## config.mk

```make
export PLATFORM = sky130hd
export DESIGN_NAME = alu_tr_voter
export DESIGN_NICKNAME = d
export VERILOG_FILES = /design/src/rtl/alu_tr_pkg.sv /design/src/rtl/alu_tr_core.sv /design/src/rtl/alu_tr_voter.sv
export SDC_FILE = /design/constraint.sdc
export NUM_CORES = 1
export LEC_CHECK = 0
export ABC_CLOCK_PERIOD_IN_PS = 9700
export CAP_MARGIN = 10
export CORE_MARGIN = 1
export CORE_UTILIZATION = 25
export CTS_CLUSTER_SIZE = 28
export DETAILED_ROUTE_END_ITERATION = 12
export PLACE_DENSITY = 0.38
export SLEW_MARGIN = 5
export SYNTH_ARGS = -nofsm -noshare
export SYNTH_HDL_FRONTEND = slang
export SYNTH_HIERARCHICAL = 1
export SYNTH_SLANG_ARGS = --single-unit
export TNS_END_PERCENT = 1
```

## constraint.sdc

```tcl
create_clock -name clk -period 9.7 [get_ports clk]
set_input_delay 0.97 -clock clk [delete_from_list [all_inputs] [get_ports clk]]
set_output_delay 0.97 -clock clk [all_outputs]
set_load 0.05 [all_outputs]
```

## src/rtl/alu_tr_pkg.sv

```systemverilog
// Shared definitions for the time-redundant ALU: opcodes, FSM encoding and
// the width of the compared {Result, Z, C, V, N} tuple.
package alu_tr_pkg;

    localparam logic [2:0] OP_ADD = 3'b000;
    localparam logic [2:0] OP_SUB = 3'b001;
    localparam logic [2:0] OP_AND = 3'b010;
    localparam logic [2:0] OP_OR  = 3'b011;
    localparam logic [2:0] OP_XOR = 3'b100;
    localparam logic [2:0] OP_SLT = 3'b101;

    typedef enum logic [2:0] {
        ST_IDLE = 3'd0,
        ST_EX1  = 3'd1,
        ST_EX2  = 3'd2,
        ST_EX3  = 3'd3,
        ST_DONE = 3'd4
    } state_e;

    // Result plus the four flags Z, C, V, N.
    function automatic int tuple_w(input int width);
        return width + 4;
    endfunction

endpackage

```

## src/rtl/alu_tr_core.sv

```systemverilog
// Combinational ALU core shared by all executions; produces the full
// {Result, Z, C, V, N} tuple with the injection mask applied before Z/N.
module alu_tr_core
    import alu_tr_pkg::*;
#(
    parameter int WIDTH = 32
) (
    input  logic [WIDTH-1:0]          a,
    input  logic [WIDTH-1:0]          b,
    input  logic [2:0]                op,
    input  logic [WIDTH-1:0]          fault_inj,
    output logic [tuple_w(WIDTH)-1:0] tuple
);

    logic [WIDTH:0]   sum;
    logic [WIDTH:0]   dif;
    logic [WIDTH-1:0] res;
    logic [WIDTH-1:0] res_f;
    logic             c;
    logic             v;

    // Subtraction as A + ~B + 1, so the carry-out means "no borrow".
    assign sum = {1'b0, a} + {1'b0, b};
    assign dif = {1'b0, a} + {1'b0, ~b} + {{WIDTH{1'b0}}, 1'b1};

    always_comb begin
        res = '0;
        c   = 1'b0;
        v   = 1'b0;
        case (op)
            OP_ADD: begin
                res = sum[WIDTH-1:0];
                c   = sum[WIDTH];
                v   = (a[WIDTH-1] == b[WIDTH-1]) && (sum[WIDTH-1] != a[WIDTH-1]);
            end
            OP_SUB: begin
                res = dif[WIDTH-1:0];
                c   = dif[WIDTH];
                v   = (a[WIDTH-1] != b[WIDTH-1]) && (dif[WIDTH-1] != a[WIDTH-1]);
            end
            OP_AND: res = a & b;
            OP_OR:  res = a | b;
            OP_XOR: res = a ^ b;
            OP_SLT: res = {{(WIDTH-1){1'b0}}, ($signed(a) < $signed(b))};
            default: res = '0;
        endcase
        res_f = res ^ fault_inj;
    end

    assign tuple = {res_f, (res_f == '0), c, v, res_f[WIDTH-1]};

endmodule

```

## src/rtl/alu_tr_voter.sv

```systemverilog
// Time-redundant ALU: each operation runs twice on one core, a third run
// votes on mismatch, and unresolved votes retry up to MAX_RETRY rounds.
module alu_tr_voter
    import alu_tr_pkg::*;
#(
    parameter int WIDTH     = 32,
    parameter int MAX_RETRY = 2,
    parameter int CNT_W     = 8
) (
    input  logic             clk,
    input  logic             rst,
    input  logic             in_valid,
    output logic             in_ready,
    input  logic [WIDTH-1:0] A,
    input  logic [WIDTH-1:0] B,
    input  logic [2:0]       ALUControl,
    input  logic [WIDTH-1:0] fault_inj,
    input  logic             cnt_clr,
    output logic             out_valid,
    input  logic             out_ready,
    output logic [WIDTH-1:0] Result,
    output logic             Zero,
    output logic             Carry,
    output logic             OverFlow,
    output logic             Negative,
    output logic             fault_detected,
    output logic             uncorrectable,
    output logic [CNT_W-1:0] fault_count
);

    localparam int TW = tuple_w(WIDTH);
    localparam int RW = $clog2(MAX_RETRY + 2);

    state_e           state_q, state_d;
    logic [WIDTH-1:0] a_q, a_d, b_q, b_d;
    logic [2:0]       op_q, op_d;
    logic [TW-1:0]    t1_q, t1_d, t2_q, t2_d, out_q, out_d;
    logic [TW-1:0]    core_t;
    logic [RW-1:0]    retry_q, retry_d;
    logic             op_fault_q, op_fault_d;
    logic             fault_q, fault_d;
    logic             unc_q, unc_d;
    logic [CNT_W-1:0] cnt_q, cnt_d;
    logic             load_done;

    alu_tr_core #(.WIDTH(WIDTH)) u_core (
        .a         (a_q),
        .b         (b_q),
        .op        (op_q),
        .fault_inj (fault_inj),
        .tuple     (core_t)
    );

    // Valid/ready: a transfer happens on a clock edge where valid and ready
    // are both high; in_ready is high only in IDLE, out_valid only in DONE.
    always_comb begin
        state_d    = state_q;
        a_d        = a_q;
        b_d        = b_q;
        op_d       = op_q;
        t1_d       = t1_q;
        t2_d       = t2_q;
        out_d      = out_q;
        retry_d    = retry_q;
        op_fault_d = op_fault_q;
        fault_d    = fault_q;
        unc_d      = unc_q;
        cnt_d      = cnt_q;
        load_done  = 1'b0;
        case (state_q)
            ST_IDLE: if (in_valid) begin
                a_d        = A;
                b_d        = B;
                op_d       = ALUControl;
                op_fault_d = 1'b0;
                retry_d    = '0;
                state_d    = ST_EX1;
            end
            ST_EX1: begin
                t1_d    = core_t;
                state_d = ST_EX2;
            end
            ST_EX2: begin
                t2_d = core_t;
                if (core_t == t1_q) begin
                    out_d     = core_t;
                    unc_d     = 1'b0;
                    load_done = 1'b1;
                    state_d   = ST_DONE;
                end else begin
                    op_fault_d = 1'b1;
                    state_d    = ST_EX3;
                end
            end
            ST_EX3: begin
                if (core_t == t1_q || core_t == t2_q) begin
                    out_d     = core_t;
                    unc_d     = 1'b0;
                    load_done = 1'b1;
                    state_d   = ST_DONE;
                end else if (retry_q < RW'(MAX_RETRY)) begin
                    retry_d = retry_q + 1'b1;
                    state_d = ST_EX1;
                end else begin
                    out_d     = core_t;
                    unc_d     = 1'b1;
                    load_done = 1'b1;
                    state_d   = ST_DONE;
                end
            end
            ST_DONE: if (out_ready) begin
                retry_d = '0;
                state_d = ST_IDLE;
            end
            default: state_d = ST_IDLE;
        endcase

        // op_fault_q already holds any mismatch seen in earlier rounds.
        if (load_done) fault_d = op_fault_q;

        if (cnt_clr)
            cnt_d = '0;
        else if (load_done && op_fault_q && (cnt_q != '1))
            cnt_d = cnt_q + 1'b1;
    end

    always_ff @(posedge clk or negedge rst) begin
        if (!rst) begin
            state_q    <= ST_IDLE;
            a_q        <= '0;
            b_q        <= '0;
            op_q       <= '0;
            t1_q       <= '0;
            t2_q       <= '0;
            out_q      <= '0;
            retry_q    <= '0;
            op_fault_q <= 1'b0;
            fault_q    <= 1'b0;
            unc_q      <= 1'b0;
            cnt_q      <= '0;
        end else begin
            state_q    <= state_d;
            a_q        <= a_d;
            b_q        <= b_d;
            op_q       <= op_d;
            t1_q       <= t1_d;
            t2_q       <= t2_d;
            out_q      <= out_d;
            retry_q    <= retry_d;
            op_fault_q <= op_fault_d;
            fault_q    <= fault_d;
            unc_q      <= unc_d;
            cnt_q      <= cnt_d;
        end
    end

    assign in_ready       = (state_q == ST_IDLE);
    assign out_valid      = (state_q == ST_DONE);
    assign Result         = out_q[TW-1:4];
    assign Zero           = out_q[3];
    assign Carry          = out_q[2];
    assign OverFlow       = out_q[1];
    assign Negative       = out_q[0];
    assign fault_detected = fault_q;
    assign uncorrectable  = unc_q;
    assign fault_count    = cnt_q;

endmodule

```

==> out/results.ini <==
[logic_synthesis]
combinational_family_with_the_most_area_after_synthesis=compound AO/OA/AOI/OAI gates
syn-cell-area_um2=14000
synthesis.yosys.warnings=6
synthesized_area_fraction_occupied_by_and_or_nand_nor_cells=0.121
synthesis.area_per_instance_um2=9.54
postSynthNetCount=1670
ys_ff_latch=191
synth_xor_area_frac=0.0758
synth_seq_area_share=0.342
synth.lib_cells_used.distinct=86
compound_cell_area_share_of_the_yosys_netlist=0.167
synth_top_flop_cell=dfrtp_1
synth-async-reset-ratio=1.00
postSynthCellCount=1465
synth_enable_flop_cells=0
portion_of_netlist_area_occupied_by_mux_cells=0.151
synthAdderAreaFrac=0.0915

[die]
die_width_um=238
initial_utilization=0.253
placementRows=86
die-height_um=238
ioPinCount=152
fp.coreArea_um2=55200
floorplan.die_area_um2=56900

[detailed_routing]
average_detailed_routed_wire_length_per_instance_um=20.7
detailroute.via_count=11533
final_antenna_net_count=0
drt_first_iter_violations=639
route.final.wire_length_mm=48.5
detail_route.first_pass.iterations=5
routed_via_density=4.92
post-route-drc-count=0

[global_routing]
grt_first_pass_wirelength_mm=74.3
grtUsageTotal=0.175
vias_in_the_first_global_route=11626
antenna_found_initial=0
globalRoute.totalOverflow=0
largest_net_degree_at_the_start_of_global_routing=84

[layout]
num-nets-final=1790
insertedDiodeCount=0
post_route_cells_drive_above_1_share=0.165
final_cell_mix=dfrtp_1, mux2_2, clkdlybuf4s50_1
syn_to_final_growth_pct=20.8
leading_cell_type_in_the_layout_fill_and_taps_excluded=dfrtp_1
final_util=0.306

[sta]
final_cycle_share=0.787
hold_violation_total_from_the_final_report=0
final_period_minus_worst_setup_slack_ns=7.64
finalMaxSlewViolations=0
timing.clock.skew_ns=0.0136
totalNegativeSetupSlack_ns=0
final-setup-viol-count=0
slew_headroom=0.181
worst_pin_slew_ns=1.21
rsz0062_at_grt=no
timing.fmax_ghz=0.131

[worst_hold_path]
min_path_cells=1
hold_start=retry_q[0]$_DFFE_PN0P_
hp-class=reg -> reg
endpoint_of_the_worst_hold_timing_path=retry_q[0]$_DFFE_PN0P_

[critical_path]
critPathMaxStageDelay_ns=0.73
regToRegEndpoint=fault_count[0]$_DFFE_PN0P_
crit_buf_inv=1
start_kind=register
slowest_stage_cell_crit_path=o31a_2
path_depth=21
crit_fanout=41
critical_path.cell_chain=inv_1 -> ha_1 -> or2_0 -> nor4_1 -> a21oi_1 -> a21oi_1 -> xnor2_1 -> a221oi_1 -> xnor2_1 -> or4_1 -> nor4_2 -> and4b_1 -> nand4b_1 -> nor4bb_1 -> xnor2_1 -> nand4_1 -> nor3_1 -> nand4_1 -> o31a_2 -> a311oi_2 -> mux2_1
ff2ff_setup_slack_ns=2.06
timing.critical_path.arrival_ns=8.02
r2r_cells=21
end_kind=register
crit_required_ns=10.08
r2r_start=a_q[9]$_DFFE_PN0P_
crit_type=reg -> reg
cpMostUsedCell=xnor2_1
critPathTopFamily=simple AND/OR/NAND/NOR gates

[clocking]
h-tree-depth=4
cts.repair_timing.setup_buffer_count=0
clock_insertion_delay_worst_skew_ns=0.49
cts.reportedPaths.clkPinSlew_ns=0.08
worst_case_clock_buffer_depth=2
sinks_on_clock_net=191
cts_resized=0
tritoncts_clock_tree=done
cts.hold.buffers_added=0
tritoncts.num_buffers=17
clockRootBuffer=clkbuf_16

[status]
run_status=finished clean

[flow_run]
cap_viol_max_count=0

[place]
final_gp_congestion=0.864
dp.final_hpwl_mm=36.7
number_of_port_buffers=151

-- cell families (layout without fill, tap and decap cells) --
kind of cell               after synthesis  in the layout
AOI/OAI and AO/OA                      348            348
adders and majority gates              101            101
muxes                                  189            189
DFF                                    191            191
and+or+nand+nor                        338            338
buffers and inverters                  177            310
xor gates and xnor gates               121            121
-- layer usage --
metal / global-route usage / vias to the layer above / wire length [um]
met5: 0 / - / 0
met4: 0.0482 / 0 / 771
met3: 0.0245 / 35 / 1600
met2: 0.290 / 283 / 23200
met1: 0.235 / 5713 / 22900
li1: - / 5502 / -
-- through the flow --
step	std cells	cell area [um2]	hold WS (ns)	setup WS (ns)
6_report	2346	16900	0.491	2.06
5_1_grt	2346	16900	0.506	1.44
4_1_cts	2346	16900	0.492	2.02
3_5_place_dp	2314	16300	0.483	2.04
3_3_place_gp	2314	16300	0.475	2.02
2_1_floorplan	1465	14000	0.451	3.88
-- cells in the mapped netlist, types with 22 or more instances --
library cell	n	area, um2
o21ai_0	50	250
dfrtp_1	191	4780
nor3_1	29	145
xor2_1	28	245
inv_1	97	364
nand4_1	34	213
a21oi_1	111	556
clkbuf_1	47	176
mux2_2	179	2020
nor2_1	100	375
a211oi_1	22	165
ha_1	99	1240
nand2_1	71	267
xnor2_1	93	815
-- area by class of cell --
type                            count  area [um2]
Inverter                           98         368
Fill cell                        5795       38300
Clock buffer                       19         443
Sequential cell                   191        4780
Tap cell                          748         936
Timing Repair Buffer              180        1730
Multi-Input combinational cell   1097        8510
Clock inverter                     13         121
-- sequential cells by signal (all words and copies together) (netlist names) --
signal	flops
t1_q	36
t2_q	36
retry_q	2
a_q	32
state_q	3
fault_detected	1
out_q	36
uncorrectable	1
op_fault_q	1
b_q	32
fault_count	8
op_q	3
-- worst max-delay path by stage --
stage,start,endpoint
detailed placement,a_q[9]$_DFFE_PN0P_,fault_count[0]$_DFFE_PN0P_
CTS,a_q[8]$_DFFE_PN0P_,fault_count[0]$_DFFE_PN0P_
finish,a_q[9]$_DFFE_PN0P_,fault_count[0]$_DFFE_PN0P_
floorplan,a_q[0]$_DFFE_PN0P_,fault_count[0]$_DFFE_PN0P_
global route,a_q[9]$_DFFE_PN0P_,fault_count[0]$_DFFE_PN0P_
global placement,a_q[8]$_DFFE_PN0P_,fault_count[0]$_DFFE_PN0P_
-- worst reg2reg max path, cell delays in order, from the launching register on --
cell and delay (ns):
dfrtp_1 0.39, inv_1 0.06, ha_1 0.49, or2_0 0.31, nor4_1 0.53, a21oi_1 0.20, a21oi_1 0.28, xnor2_1 0.10
a221oi_1 0.68, xnor2_1 0.31, or4_1 0.60, nor4_2 0.22, and4b_1 0.32, nand4b_1 0.12, nor4bb_1 0.72, xnor2_1 0.20
nand4_1 0.10, nor3_1 0.15, nand4_1 0.21, o31a_2 0.73, a311oi_2 0.47, mux2_1 0.35
Power is not shown: default switching activity piles up to over one toggle a cycle in this logic, so the estimate is an artifact.
==> RTL edit 1 (config.mk and constraints unchanged) <==
The parameter `CNT_W` goes from 8 to 10.
--- a/src/rtl/alu_tr_voter.sv
+++ b/src/rtl/alu_tr_voter.sv
@@ -7,3 +7,3 @@
     parameter int MAX_RETRY = 2,
-    parameter int CNT_W     = 8
+    parameter int CNT_W     = 10
 ) (
Ports: changed (resized fault_count); port bits go from 152 to 154. No check against the original RTL was run, so the function may have changed too.
==> RTL edit 1 against the unedited design <==
- sequential cell count increased by 2
- cell area increased by 2.0%
- global-route usage increased by 0.59 points
- count of clock-buffer cells in the layout decreased by 2
- synthesized cell count increased by 1.8%
- worst setup slack improved by 0.43 ns
- hold slack improved by 0.012 ns
- area after synthesis increased by 1.6%
- wire length increased by 4.7%
- cell count increased by 1.7%
Power is not shown: default switching activity piles up to over one toggle a cycle in this logic, so the estimate is an artifact.
==> RTL edit 1: results <==
group,metric,value,unit
setup_path,critPathMaxStageDelay,0.67,ns
status,status,"complete, no violations",
setup_path,critPathMaxFanout,28,
worst_hold_path,holdCritPathClass,"input port to async pin",
sta,fin_setup_tns,0,ns
setup_path,startpoint,"a_q[0]$_DFFE_PN0P_",
yosys,synthTopCellsByArea,"dfrtp_1 (34%), mux2_2 (14%), ha_1 (8.7%), xnor2_1 (6.8%), a21oi_1 (3.8%)",
clocking,clock_path_buffers,2,
global_route,track_usage,0.181,
setup_path,critPathKind,"flip-flop to flip-flop",
drt,first_iter_violations,712,
place,gp_congestion,0.929,
sta,relSlewSlack,0.197,
clocking,root_buffer,"clkbuf_16",
yosys,synth_nets,1696,
yosys,synth_top_area_frac,0.340,
clocking,htreeDepth,4,
yosys,synth_commonest_cells,"dfrtp_1 (193), mux2_2 (177), xnor2_1 (110), a21oi_1 (109), inv_1 (107)",
clocking,cts_buffers,17,
setup_path,reg2regPathDepth,22,
global_route,grt_max_degree,90,
yosys,ys_seq_area_frac,0.340,
clocking,clk_pin_slew,0.08,ns
setup_path,cpLargestDelayFamily,"simple AND/OR/NAND/NOR gates",
yosys,synth-warning-count,6,
setup_path,r2r_slack,2.49,ns
global_route,grt_pass1_wl,76900,um
yosys,ys.flop_type,"dfrtp_1",
layout,drive_gt1_frac,0.169,
place,port_buffers,153,
place,dpl.hpwl,38600,um
clocking,postCtsSetupBuffers,0,
sta,fin_skew,0.0130,ns
yosys,synthArstFlopShare,1.00,
layout,reg_top3,"out_q: 36 flops, t1_q: 36 flops, t2_q: 36 flops",
clocking,post_cts_resized,0,
drt,wl,50700,um
setup_path,r2r_end,"out_q[13]$_DFFE_PN0P_",
layout,nets,1830,
clocking,worstSkewPairLatency,0.50,ns
drt,drt-vias-per-instance,4.93,
yosys,synth.distinct_cells,83,
setup_path,arrival,7.59,ns
global_route,grt_pass1_vias,12000,
drt,dr.pass1.iters,5,
layout,n_antenna_cell,0,
global_route,antenna_found_initial,0,
setup_path,crit_slowest_cell,"o311ai_1",
[RTL edit 1: cell types whose count changed after synthesis, sizes merged, moves of 7 or more]
cell,before,now
nor2,100,93
or3,4,15
xnor2,93,110
inv,98,107
xor2,28,16
a211oi,23,16
nand3,17,24
nand2b,9,17
[RTL edit 1: metrics by stage]
step	worst slack (ns)	utilization	hold WS [ns]	std cells	cell area (sq um)
final	2.49	0.309	0.503	2386	17200
after global routing	1.91	0.309	0.527	2386	17200
after global placement	2.52	0.299	0.488	2353	16600
after detailed placement	2.47	0.299	0.495	2353	16600
after CTS	2.44	0.309	0.514	2385	17200
after floorplan	4.09	-	0.482	1491	14200
[RTL edit 1: logic make-up (layout without fill, tap and decap cells)]
kind of cell,Yosys count,after routing,share of synthesized area
and+or+nand+nor,351,351,0.128
muxes,192,192,0.151
buffers and inverters,182,329,0.0528
xor gates and xnor gates,126,126,0.0777
DFF,193,193,0.340
adders and majority gates,101,101,0.0901
AOI/OAI and AO/OA,346,346,0.160
[RTL edit 1: cell type report]
| class | count | area, sq um |
|---|---|---|
| Clock inverter | 15 | 166 |
| Clock buffer | 17 | 425 |
| Timing Repair Buffer | 189 | 1810 |
| Inverter | 108 | 405 |
| Multi-Input combinational cell | 1116 | 8640 |
| Tap cell | 748 | 936 |
| Sequential cell | 193 | 4830 |
| Fill cell | 5834 | 38400 |
[RTL edit 1: routing by layer]
metal  GRT usage  wire [um]  vias up
li1            -          -     5616
met1       0.240      23600     5838
met5           0          0        -
met4      0.0457        719        0
met3      0.0334       1880       30
met2       0.300      24500      274
==> RTL edit 2 (same settings) <==
Made on the original files. The 5 states of `state_e` get a Gray code encoding in 3 bits.
--- a/src/rtl/alu_tr_pkg.sv
+++ b/src/rtl/alu_tr_pkg.sv
@@ -12,7 +12,7 @@
     typedef enum logic [2:0] {
-        ST_IDLE = 3'd0,
-        ST_EX1  = 3'd1,
-        ST_EX2  = 3'd2,
-        ST_EX3  = 3'd3,
-        ST_DONE = 3'd4
+        ST_IDLE = 3'b000,
+        ST_EX1  = 3'b001,
+        ST_EX2  = 3'b011,
+        ST_EX3  = 3'b010,
+        ST_DONE = 3'b110
     } state_e;
Formal check against the unedited RTL: same outputs for any inputs over 4 cycles, from zero or initial values and one cycle with rst low; so few cycles prove little.
==> RTL edit 2 against the unedited design <==
- cell area rose by 4.2%
- critical endpoint unchanged
- area after synthesis rose by 5.4%
- wire length rose by 13%
- sequential cell count did not move
- highest routed layer unchanged
- fmax rose by 3.0%
- critical path depth fell by 1
- first-iteration DRC count rose by 26%
- worst setup slack improved by 0.22 ns
- hold slack got worse by 0.012 ns
Power is left out: the tool's default activity adds up to more than one toggle a clock period on the data nets, which glitch-free logic cannot reach.
==> RTL edit 2: results <==
group,metric,value,unit
layout,sh_seq_area,0.272,
sta,fin_skew,0.0153,ns
global_route,antenna_found_initial,1,
drt,first_iter_violations,805,
setup_path,arrival,7.81,ns
setup_path,critPathMaxFanout,39,
global_route,grt_pass1_vias,12700,
layout,nets,1901,
global_route,grt_pass1_wl,82300,um
layout,bufAreaShareNonClock,0.0968,
clocking,worstSkewPairLatency,0.51,ns
drt,drt-vias-per-instance,5.17,
yosys,synthMuxAreaShare,0.147,
sta,tightest_slew,1.25,ns
setup_path,crit_slowest_cell,"nand2_1",
place,dpl.hpwl,41800,um
global_route,grt_use_met2,0.309,
yosys,synth_cells,1589,
place,gp_congestion,0.903,
yosys,synth_compound_area_frac,0.177,
layout,multi_input_area_share,0.520,
place,place_area,17000,sq um
yosys,synth_xor_area_frac,0.0599,
worst_hold_path,hold_depth,2,
floorplan,num_rows,88,
place,dp_cells,2442,
global_route,grt_max_degree,85,
yosys,synth_commonest_cells,"dfrtp_1 (191), mux2_2 (178), nor2_1 (111), ha_1 (99), inv_1 (99)",
setup_path,reg2regPathDepth,20,
setup_path,critPathMaxStageDelay,1.02,ns
global_route,track_usage,0.185,
global_route,grt_util_met1,0.244,
layout,num-multi-input-gates,1204,
yosys,synth.distinct_cells,90,
drt,routedLengthMet1,25400,um
layout,clk_share,0.0348,
layout,n_fill_cell,6149,
status,status,"complete, no violations",
layout,area_growth,19.4,%
## RTL edit 2: changes by cell type after synthesis, sizes merged, moves of 15 or more
cell,unedited run,this run
nand2,71,86
nand4,34,18
xor2,28,86
a21oi,111,95
xnor2,93,14
## RTL edit 2: path summary, 6_finish.rpt
| kind | from | end | slack (ns) |
|---|---|---|---|
| min in group asynchronous | rst | t1_q[27]$_DFFE_PN0N_ | 0.52 |
| hold / removal | uncorrectable$_DFFE_PN0P_ | uncorrectable$_DFFE_PN0P_ | 0.48 |
| setup reg to reg | op_q[2]$_DFFE_PN0P_ | fault_count[0]$_DFFE_PN0P_ | 2.28 |
| setup / recovery | op_q[2]$_DFFE_PN0P_ | fault_count[0]$_DFFE_PN0P_ | 2.28 |
| hold reg to reg | uncorrectable$_DFFE_PN0P_ | uncorrectable$_DFFE_PN0P_ | 0.48 |
| max in group asynchronous | rst | op_q[0]$_DFFE_PN0P_ | 7.78 |
